==> src/rtl/cpu_defs_pkg.sv <==
// Shared CPU definitions: divider FSM state encoding, datapath width and
// the DIV/DIVU opcode/funct encodings used by the decoder to drive start and
// signed_div on div_unit.
package cpu_defs;

  localparam int unsigned DIV_WIDTH = 32;

  // SPECIAL-class R-type opcode and the divide funct codes
  localparam logic [5:0] OPC_SPECIAL = 6'h00;
  localparam logic [5:0] FUNCT_DIV   = 6'h1A;
  localparam logic [5:0] FUNCT_DIVU  = 6'h1B;

  typedef enum logic [1:0] {
    IDLE = 2'd0,
    BUSY = 2'd1,
    DONE = 2'd2
  } div_state_t;

endpackage

==> src/rtl/div_step.sv <==
// One radix-2 restoring-division iteration, kept as its own combinational
// unit so the trial subtract can be timed in isolation.
// Ports:
//   i_rem      partial remainder before the shift
//   i_dvd_msb  dividend bit shifted into the remainder
//   i_dvsr     divisor magnitude
//   o_rem_c    partial remainder after this iteration
//   o_q_bit_c  quotient bit produced by this iteration
module div_step #(
  parameter int unsigned WIDTH = 32
) (
  input  logic [WIDTH-1:0] i_rem,
  input  logic             i_dvd_msb,
  input  logic [WIDTH-1:0] i_dvsr,
  output logic [WIDTH-1:0] o_rem_c,
  output logic             o_q_bit_c
);

  logic [WIDTH:0]   w_shift;
  logic [WIDTH-1:0] w_diff;

  // The shifted remainder needs WIDTH+1 bits; when it is >= the divisor the
  // difference is below the divisor, so a WIDTH-bit subtract is exact.
  always_comb begin
    w_shift   = {i_rem, i_dvd_msb};
    w_diff    = w_shift[WIDTH-1:0] - i_dvsr;
    o_q_bit_c = (w_shift >= {1'b0, i_dvsr});
    o_rem_c   = o_q_bit_c ? w_diff : w_shift[WIDTH-1:0];
  end

endmodule

==> src/rtl/div_unit.sv <==
// Iterative radix-2 restoring divider (DIV/DIVU) for the EX stage.
// Optional feature macro: DIV_ZERO_CHECK_EN (early exit on zero divisor and
// the div_by_zero flag port).
// Ports:
//   clk, rst     clock and synchronous active-low reset
//   start        divide request, accepted only in IDLE without annul
//   signed_div   1 = DIV, 0 = DIVU; captured with start
//   annul        abort the operation in flight
//   a, b         dividend / divisor; captured with start
//   busy         high while iterating (pipeline stall source)
//   done         one-cycle pulse, results valid with it
//   quotient     LO value
//   remainder    HI value
//   div_by_zero  zero-divisor flag with done (DIV_ZERO_CHECK_EN only)
module div_unit
  import cpu_defs::*;
#(
  parameter int unsigned WIDTH = DIV_WIDTH
) (
  input  logic             clk,
  input  logic             rst,
  input  logic             start,
  input  logic             signed_div,
  input  logic             annul,
  input  logic [WIDTH-1:0] a,
  input  logic [WIDTH-1:0] b,
  output logic             busy,
  output logic             done,
  output logic [WIDTH-1:0] quotient,
`ifdef DIV_ZERO_CHECK_EN
  output logic [WIDTH-1:0] remainder,
  output logic             div_by_zero
`else
  output logic [WIDTH-1:0] remainder
`endif
);

  localparam int unsigned CW = $clog2(WIDTH) + 1;

  div_state_t       r_state;
  logic [WIDTH-1:0] r_rem;
  logic [WIDTH-1:0] r_dvd;   // dividend bits shift out, quotient bits shift in
  logic [WIDTH-1:0] r_dvsr;
  logic [CW-1:0]    r_cnt;
  logic             r_sign_q;
  logic             r_sign_r;
`ifdef DIV_ZERO_CHECK_EN
  logic             r_dbz;
`endif

  logic             w_sa;
  logic             w_sb;
  logic [WIDTH-1:0] w_a_mag;
  logic [WIDTH-1:0] w_b_mag;
  logic [WIDTH-1:0] w_next_rem;
  logic             w_q_bit;

  // Operand signs and magnitudes; -2^(WIDTH-1) keeps its bit pattern, which is
  // the correct unsigned magnitude.
  always_comb begin
    w_sa    = signed_div & a[WIDTH-1];
    w_sb    = signed_div & b[WIDTH-1];
    w_a_mag = w_sa ? WIDTH'(-a) : a;
    w_b_mag = w_sb ? WIDTH'(-b) : b;
  end

  div_step #(.WIDTH(WIDTH)) u_step (
    .i_rem     (r_rem),
    .i_dvd_msb (r_dvd[WIDTH-1]),
    .i_dvsr    (r_dvsr),
    .o_rem_c   (w_next_rem),
    .o_q_bit_c (w_q_bit)
  );

  // Control FSM and datapath; outputs are written only when leaving DONE.
  always_ff @(posedge clk) begin
    if (!rst) begin
      r_state   <= IDLE;
      r_rem     <= '0;
      r_dvd     <= '0;
      r_dvsr    <= '0;
      r_cnt     <= '0;
      r_sign_q  <= 1'b0;
      r_sign_r  <= 1'b0;
      busy      <= 1'b0;
      done      <= 1'b0;
      quotient  <= '0;
      remainder <= '0;
`ifdef DIV_ZERO_CHECK_EN
      r_dbz       <= 1'b0;
      div_by_zero <= 1'b0;
`endif
    end else begin
      done <= 1'b0;
`ifdef DIV_ZERO_CHECK_EN
      div_by_zero <= 1'b0;
`endif
      case (r_state)
        IDLE: begin
          if (start && !annul) begin
            r_sign_q <= w_sa ^ w_sb;
            r_sign_r <= w_sa;
            r_dvd    <= w_a_mag;
            r_dvsr   <= w_b_mag;
            r_rem    <= '0;
            r_cnt    <= '0;
            r_state  <= BUSY;
            busy     <= 1'b1;
`ifdef DIV_ZERO_CHECK_EN
            r_dbz <= 1'b0;
            // Zero divisor: preload the raw result and skip the iterations
            if (b == '0) begin
              r_dvd    <= '1;
              r_rem    <= a;
              r_sign_q <= 1'b0;
              r_sign_r <= 1'b0;
              r_dbz    <= 1'b1;
              r_state  <= DONE;
              busy     <= 1'b0;
            end
`endif
          end
        end
        BUSY: begin
          if (annul) begin
            r_state <= IDLE;
            busy    <= 1'b0;
          end else begin
            r_rem <= w_next_rem;
            r_dvd <= {r_dvd[WIDTH-2:0], w_q_bit};
            r_cnt <= r_cnt + CW'(1);
            if (r_cnt == CW'(WIDTH - 1)) begin
              r_state <= DONE;
              busy    <= 1'b0;
            end
          end
        end
        DONE: begin
          r_state <= IDLE;
          if (!annul) begin
            done      <= 1'b1;
            quotient  <= r_sign_q ? WIDTH'(-r_dvd) : r_dvd;
            remainder <= r_sign_r ? WIDTH'(-r_rem) : r_rem;
`ifdef DIV_ZERO_CHECK_EN
            div_by_zero <= r_dbz;
`endif
          end
        end
        default: begin
          r_state <= IDLE;
          busy    <= 1'b0;
        end
      endcase
    end
  end

endmodule
==> config.mk <==
export PLATFORM = sky130hd
export DESIGN_NAME = div_unit
export DESIGN_NICKNAME = d
export VERILOG_FILES = /design/src/rtl/cpu_defs_pkg.sv /design/src/rtl/div_step.sv /design/src/rtl/div_unit.sv
export SDC_FILE = /design/constraint.sdc
export NUM_CORES = 1
export LEC_CHECK = 0
export ABC_AREA = 1
export CORE_ASPECT_RATIO = 0.5
export CORE_MARGIN = 2
export CORE_UTILIZATION = 63
export DETAILED_ROUTE_END_ITERATION = 8
export PLACE_DENSITY = 0.89
export SETUP_SLACK_MARGIN = 0.15
export SYNTH_ARGS = -nofsm -noshare
export SYNTH_HDL_FRONTEND = slang
export SYNTH_SLANG_ARGS = --single-unit
==> constraint.sdc <==
create_clock -name clk -period 5.1 [get_ports clk]
set_clock_uncertainty 0.2 [all_clocks]
set_input_delay 0.765 -clock clk [delete_from_list [all_inputs] [get_ports clk]]
set_output_delay 0.765 -clock clk [all_outputs]
set_load 0.02 [all_outputs]
# After elaboration in Yosys (flattened, before gate mapping)
# Cells that the tools add are included.
# Widths: inputs -> output; s select.
dict set report totals {
  regBits 172
  latchBits 0
  mem_bits_rw 0
  rom_bits 0
  output_inout_bits 66
  elab_cells 62
  memories 0
}
dict set report op_classes {
  add_sub_neg 6
  multipliers 0
  div 0
  magnitude_cmp 1
  eq_ne 6
  shift 0
  mux 23
  n_bitwise 5
  n_reduce_logical 10
}
# operator n
set op_table {}
lappend op_table {{$mux 32} 9}
lappend op_table {{$neg 32->32} 4}
lappend op_table {{$pmux 32 s2} 2}
lappend op_table {{$ge 33x32->1} 1}
lappend op_table {{$sub 32x32->32} 1}
lappend op_table {{$mux 6} 2}
lappend op_table {{$pmux 6 s2} 1}
lappend op_table {{$reduce_and 2->1} 4}
lappend op_table {{$add 6x1->6 const B} 1}
lappend op_table {{$eq 6x5->1 const B} 1}
lappend op_table {{$mux 2} 3}
lappend op_table {{$reduce_and 3->1} 2}
lappend op_table {{$mux 1} 4}
lappend op_table {{$ne 2x2->1 const B} 2}
lappend op_table {{$pmux 2 s2} 1}
lappend op_table {{$ne 3x3->1 const B} 1}
lappend op_table {{$pmux 1 s3} 1}
lappend op_table {{$and 1x1->1} 2}
lappend op_table {{$eq 2x1->1 const B} 1}
lappend op_table {{$eq 2x2->1 const B} 1}
lappend op_table {{$logic_not 2->1} 1}
lappend op_table {{$not 1->1} 2}
lappend op_table {{$reduce_bool 2->1} 1}
lappend op_table {{$logic_and 1x1->1} 1}
lappend op_table {{other kinds (2)} 2}

# Longest topological paths before layout
dict set report depth {
  word_depth 4
  mapped_depth 16
  mapped_depth_nobuf 16
}

# Modules after synthesis
# Synthesis repeated with hierarchy kept, for this count alone.
dict set report unflattened {
  cells_unflattened 2264
  area_unflattened_um2 13621.8
}
# mod n_inst cells_per_inst area_each_um2
set by_module_without_submodules {}
lappend by_module_without_submodules {div_unit 1 1614 10432.5}
lappend by_module_without_submodules {div_step 1 650 3189.3}

# Worst setup path before layout
# OpenSTA, ideal clock, no wires.
dict set report synth_timing {
  kind {input-to-reg}
  start {input b[0]}
  end {register r_dvsr[28]}
  t_arrival_ns 1.976
  t_required_ns 4.785
  setup_slack_ns 2.808
  stages 11
  path_cell_list {inv_1 -> ha_1 -> nand2_1 -> nor2_1 -> nand2_1 -> nor2_1 -> nand3b_1 -> o21ai_0 -> o21ai_0 -> o21ai_0 -> inv_1}
}
dict set report synth_between {
  elab_chain_len 2
}
# element line_no
set synth_rtl {}
lappend synth_rtl {{start: declaration} div_unit.sv:26} ;# input logic [WIDTH-1:0] b,
lappend synth_rtl {{$neg 32->32} div_unit.sv:64} ;# w_b_mag = w_sb ? WIDTH'(-b) : b;
lappend synth_rtl {{$mux 32} div_unit.sv:64}
lappend synth_rtl {{end signal: assignment} div_unit.sv:104} ;# r_dvsr <= w_b_mag;
lappend synth_rtl {{end: declaration} div_unit.sv:43} ;# logic [WIDTH-1:0] r_dvsr;
# No other way between the ends.
# A chain may end at the register's enable or synchronous reset.

# Final worst setup path
dict set report layout_timing {
  start {register r_rem[13]}
  end {register r_rem[29]}
}
dict set report layout_between {
  elab_chain_len 4
  elab_cells_between_ends 5
}
# element line_no
set layout_rtl {}
lappend layout_rtl {{start: declaration} div_unit.sv:41} ;# logic [WIDTH-1:0] r_rem;
lappend layout_rtl {{start signal: assignment} div_unit.sv:129} ;# r_rem <= w_next_rem;
lappend layout_rtl {{$sub 32x32->32 or $ge 33x32->1 (tied branches)} {div_step.sv:26, div_step.sv:27}}
lappend layout_rtl {{$mux 32 (*)} div_step.sv:28} ;# o_rem_c = o_q_bit_c ? w_diff : w_shift[WIDTH-1:0];
lappend layout_rtl {{$mux 32 (*)} div_unit.sv:125} ;# if (annul) begin
lappend layout_rtl {{$pmux 32 s2 (*)} div_unit.sv:98} ;# case (r_state)
# Mark *: on every way between the ends. The rest lies on a longest branch, timed or not. The select of a mux whose other input is x is not followed.

==> impl_metrics.py <==
metrics = {
    "detailed_routing": {
        "drc": 0,
        "via_per_inst": 5.61,
        "wl_per_cell_um": 15.3,
        "routed_wl_um": 37000,
        "drtIter0Drc": 1297,
        "dr.pass1.iters": 6,
        "via_count": 13600,
        "detail-route-antenna-nets": 0,
    },
    "global_routing": {
        "grt_pass1_wl_um": 59900,
        "grt_use_total_pct": 35.7,
        "grt_max_degree": 113,
        "antenna_found_initial": 0,
        "grt_pass1_vias": 12200,
        "grt_overflow_total": 0,
    },
    "clock_tree": {
        "clockBufferDepth": 2,
        "cts_setup_buffers": 0,
        "ctsHoldBuffers": 0,
        "cts_tree": "yes",
        "clock-sinks": 172,
        "cts-root-buf": "clkbuf_16",
        "ctsHtreeMaxLevel": 4,
        "cts_buffers": 17,
        "cts.repair.resized": 0,
        "path_clk_slew_ns": 0.07,
        "clock_latency_ns": 0.44,
    },
    "placement": {
        "dp_hpwl_um": 27600,
        "gp_congestion": 1.03,
        "io_buffer_count": 134,
    },
    "synth": {
        "yosys.area.top_type_share_pct": 27.7,
        "ys_seq_elements": 172,
        "syn_nets": 2158,
        "ys_types": 45,
        "synthCells": 2051,
        "async_flop_share_pct": 0,
        "yosys-top-cells-area": "dfxtp_1 (28%), nand2_1 (17%), inv_1 (9.4%), a21oi_1 (6.7%), nand3_1 (6.5%)",
        "yosys_warnings": 0,
        "syn_area_sq_mm": 0.0124,
        "synth_area_leader_cell": "dfxtp_1",
        "seq_area_frac_synth_pct": 27.7,
        "synth_area_per_cell_sq_um": 6.05,
        "ys.flop_type": "dfxtp_1",
        "synth_enable_flop_cells": 0,
    },
    "setup_path": {
        "path_max_fanout": 33,
        "start_kind": "flop",
        "end_kind": "flop",
        "cp.required_ns": 5.19,
        "crit_arrival_ns": 3.33,
        "path_class": "reg2reg",
    },
    "final_layout": {
        "antenna_cells": 0,
        "layout.nets": 2244,
        "drive_gt1_share_pct": 4.19,
        "syn_to_final_growth_pct": 15.8,
        "final_common_cell": "nand2_1",
        "layout_common_cells": "nand2_1 (548), inv_1 (310), dfxtp_1 (172)",
    },
    "timing": {
        "drv_slew": 0,
        "hold_ws_ns": 0.270,
        "slew_headroom_pct": 30.7,
        "setup_violations": 0,
        "post-route-min-period_ns": 3.24,
        "worst_slew_pin_slew_ns": 1.04,
        "rsz0062_at_grt": "false",
        "hold_viol": 0,
        "max_freq_mhz": 309,
        "fin_setup_tns_ns": 0,
        "fin_crit_sh_pct": 63.5,
    },
    "hold_path": {
        "hp-class": "reg2reg",
    },
    "power": {
        "peakVddDrop_mv": 0.251,
        "p_leak_nw": 7.03,
        "powerDensity_mw_per_mm2": 243,
    },
    "floorplan": {
        "coreArea_sq_mm": 0.0194,
        "die_h_um": 103,
        "floorplan.rows": 36,
        "die_w_um": 203,
        "ios": 135,
        "dieArea_sq_mm": 0.0209,
        "start_util_pct": 64.1,
    },
    "run": {
        "maxCapViolCount": 0,
    },
    "status": {
        "status": "finished clean",
    },
}
==> cell families (layout without fill, tap and decap cells) <==
| family | Yosys count | count (layout) | synth area share, % |
|---|---|---|---|
| AO/OA/AOI/OAI | 391 | 391 | 17.0 |
| XOR/XNOR | 73 | 73 | 5.15 |
| adder cells (fa/ha/maj) | 38 | 38 | 3.89 |
| buffers and inverters | 394 | 493 | 12.5 |
| flip-flops | 172 | 172 | 27.7 |
| AND/OR/NAND/NOR | 983 | 983 | 33.7 |
==> where the power goes <==
| part | internal (W) | total [W] | switching [W] |
|---|---|---|---|
| registers | 0.00139 | 0.00144 | 0.0000529 |
| clock network | 0.000685 | 0.00128 | 0.000593 |
| logic | 0.000271 | 0.000774 | 0.000503 |
==> flip-flops by register name, summed over array words and instances (netlist names) <==
| name | cells |
|---|---|
| r_dvsr | 32 |
| r_sign_r | 1 |
| r_state | 2 |
| r_cnt | 6 |
| r_rem | 32 |
| r_sign_q | 1 |
| remainder | 32 |
| busy | 1 |
| done | 1 |
| r_dvd | 32 |
| quotient | 32 |
==> worst max-delay path, stage by stage, from the launching register on <==
cell and delay (ns):
dfxtp_1 0.57, ha_1 0.36, nand2_1 0.13, nor2_1 0.10, nand2_1 0.09, nor2_2 0.05
nand3_1 0.11, nand3_2 0.11, nor2_4 0.48, nand2_4 0.40, nand2_4 0.26, nand2_1 0.08
nand2_1 0.09, a21oi_2 0.05
==> synth_stat cells, types with 8 or more instances <==
library cell  instances
a31oi_1              13
a21oi_1             166
nand3_1             161
a21oi_2              10
dfxtp_1             172
buf_2                12
inv_1               311
xor2_1               49
nand4_1              21
o21ai_1              19
nand3b_1              9
nand2_1             548
ha_1                 37
o21ai_0             148
nor3_1               28
o221ai_1             12
o211ai_1             12
nor2_1              169
xnor2_1              24
clkbuf_1             51
or2_2                 8
==> layer usage <==
| metal | track usage [%] | part of all wire (%) |
|---|---|---|
| met1 | 46.3 | 43 |
| met4 | 13.2 | 3.2 |
| met3 | 5.80 | 8.0 |
| met5 | 0 | 0 |
| met2 | 60.9 | 45 |
==> final cells by class <==
type	instances	area, sq um
multi-input combinational	1485	7440
fill	1632	4990
sequential	172	3440
timing repair buffer	143	1400
inverter	318	1190
clock buffer	19	433
tap	266	333
clock inverter	13	133
==> metrics by stage <==
stage                     cell area [sq um]  cells  total power (W)  utilization (%)  setup slack, ns
final                                 14400   2416          0.00349             74.2             1.86
after global routing                  14400   2416          0.00364             74.2             1.70
after CTS                             14400   2416          0.00348             74.2             1.96
after detailed placement              13800   2384          0.00222             71.3             1.63
after global placement                13800   2384          0.00221             71.3             1.65
after floorplan                       12400   2051          0.00199                -             2.81
==> worst paths after layout <==
path                                start        end  slack [ns]  cells after the start
worst max-delay path            r_rem[13]  r_rem[29]        1.86                     13
worst min-delay path             r_cnt[5]   r_cnt[5]        0.27                      1
worst max register to register  r_rem[13]  r_rem[29]        1.86                     13
worst min register to register   r_cnt[5]   r_cnt[5]        0.27                      1
Power figures use the tool's default switching activity.
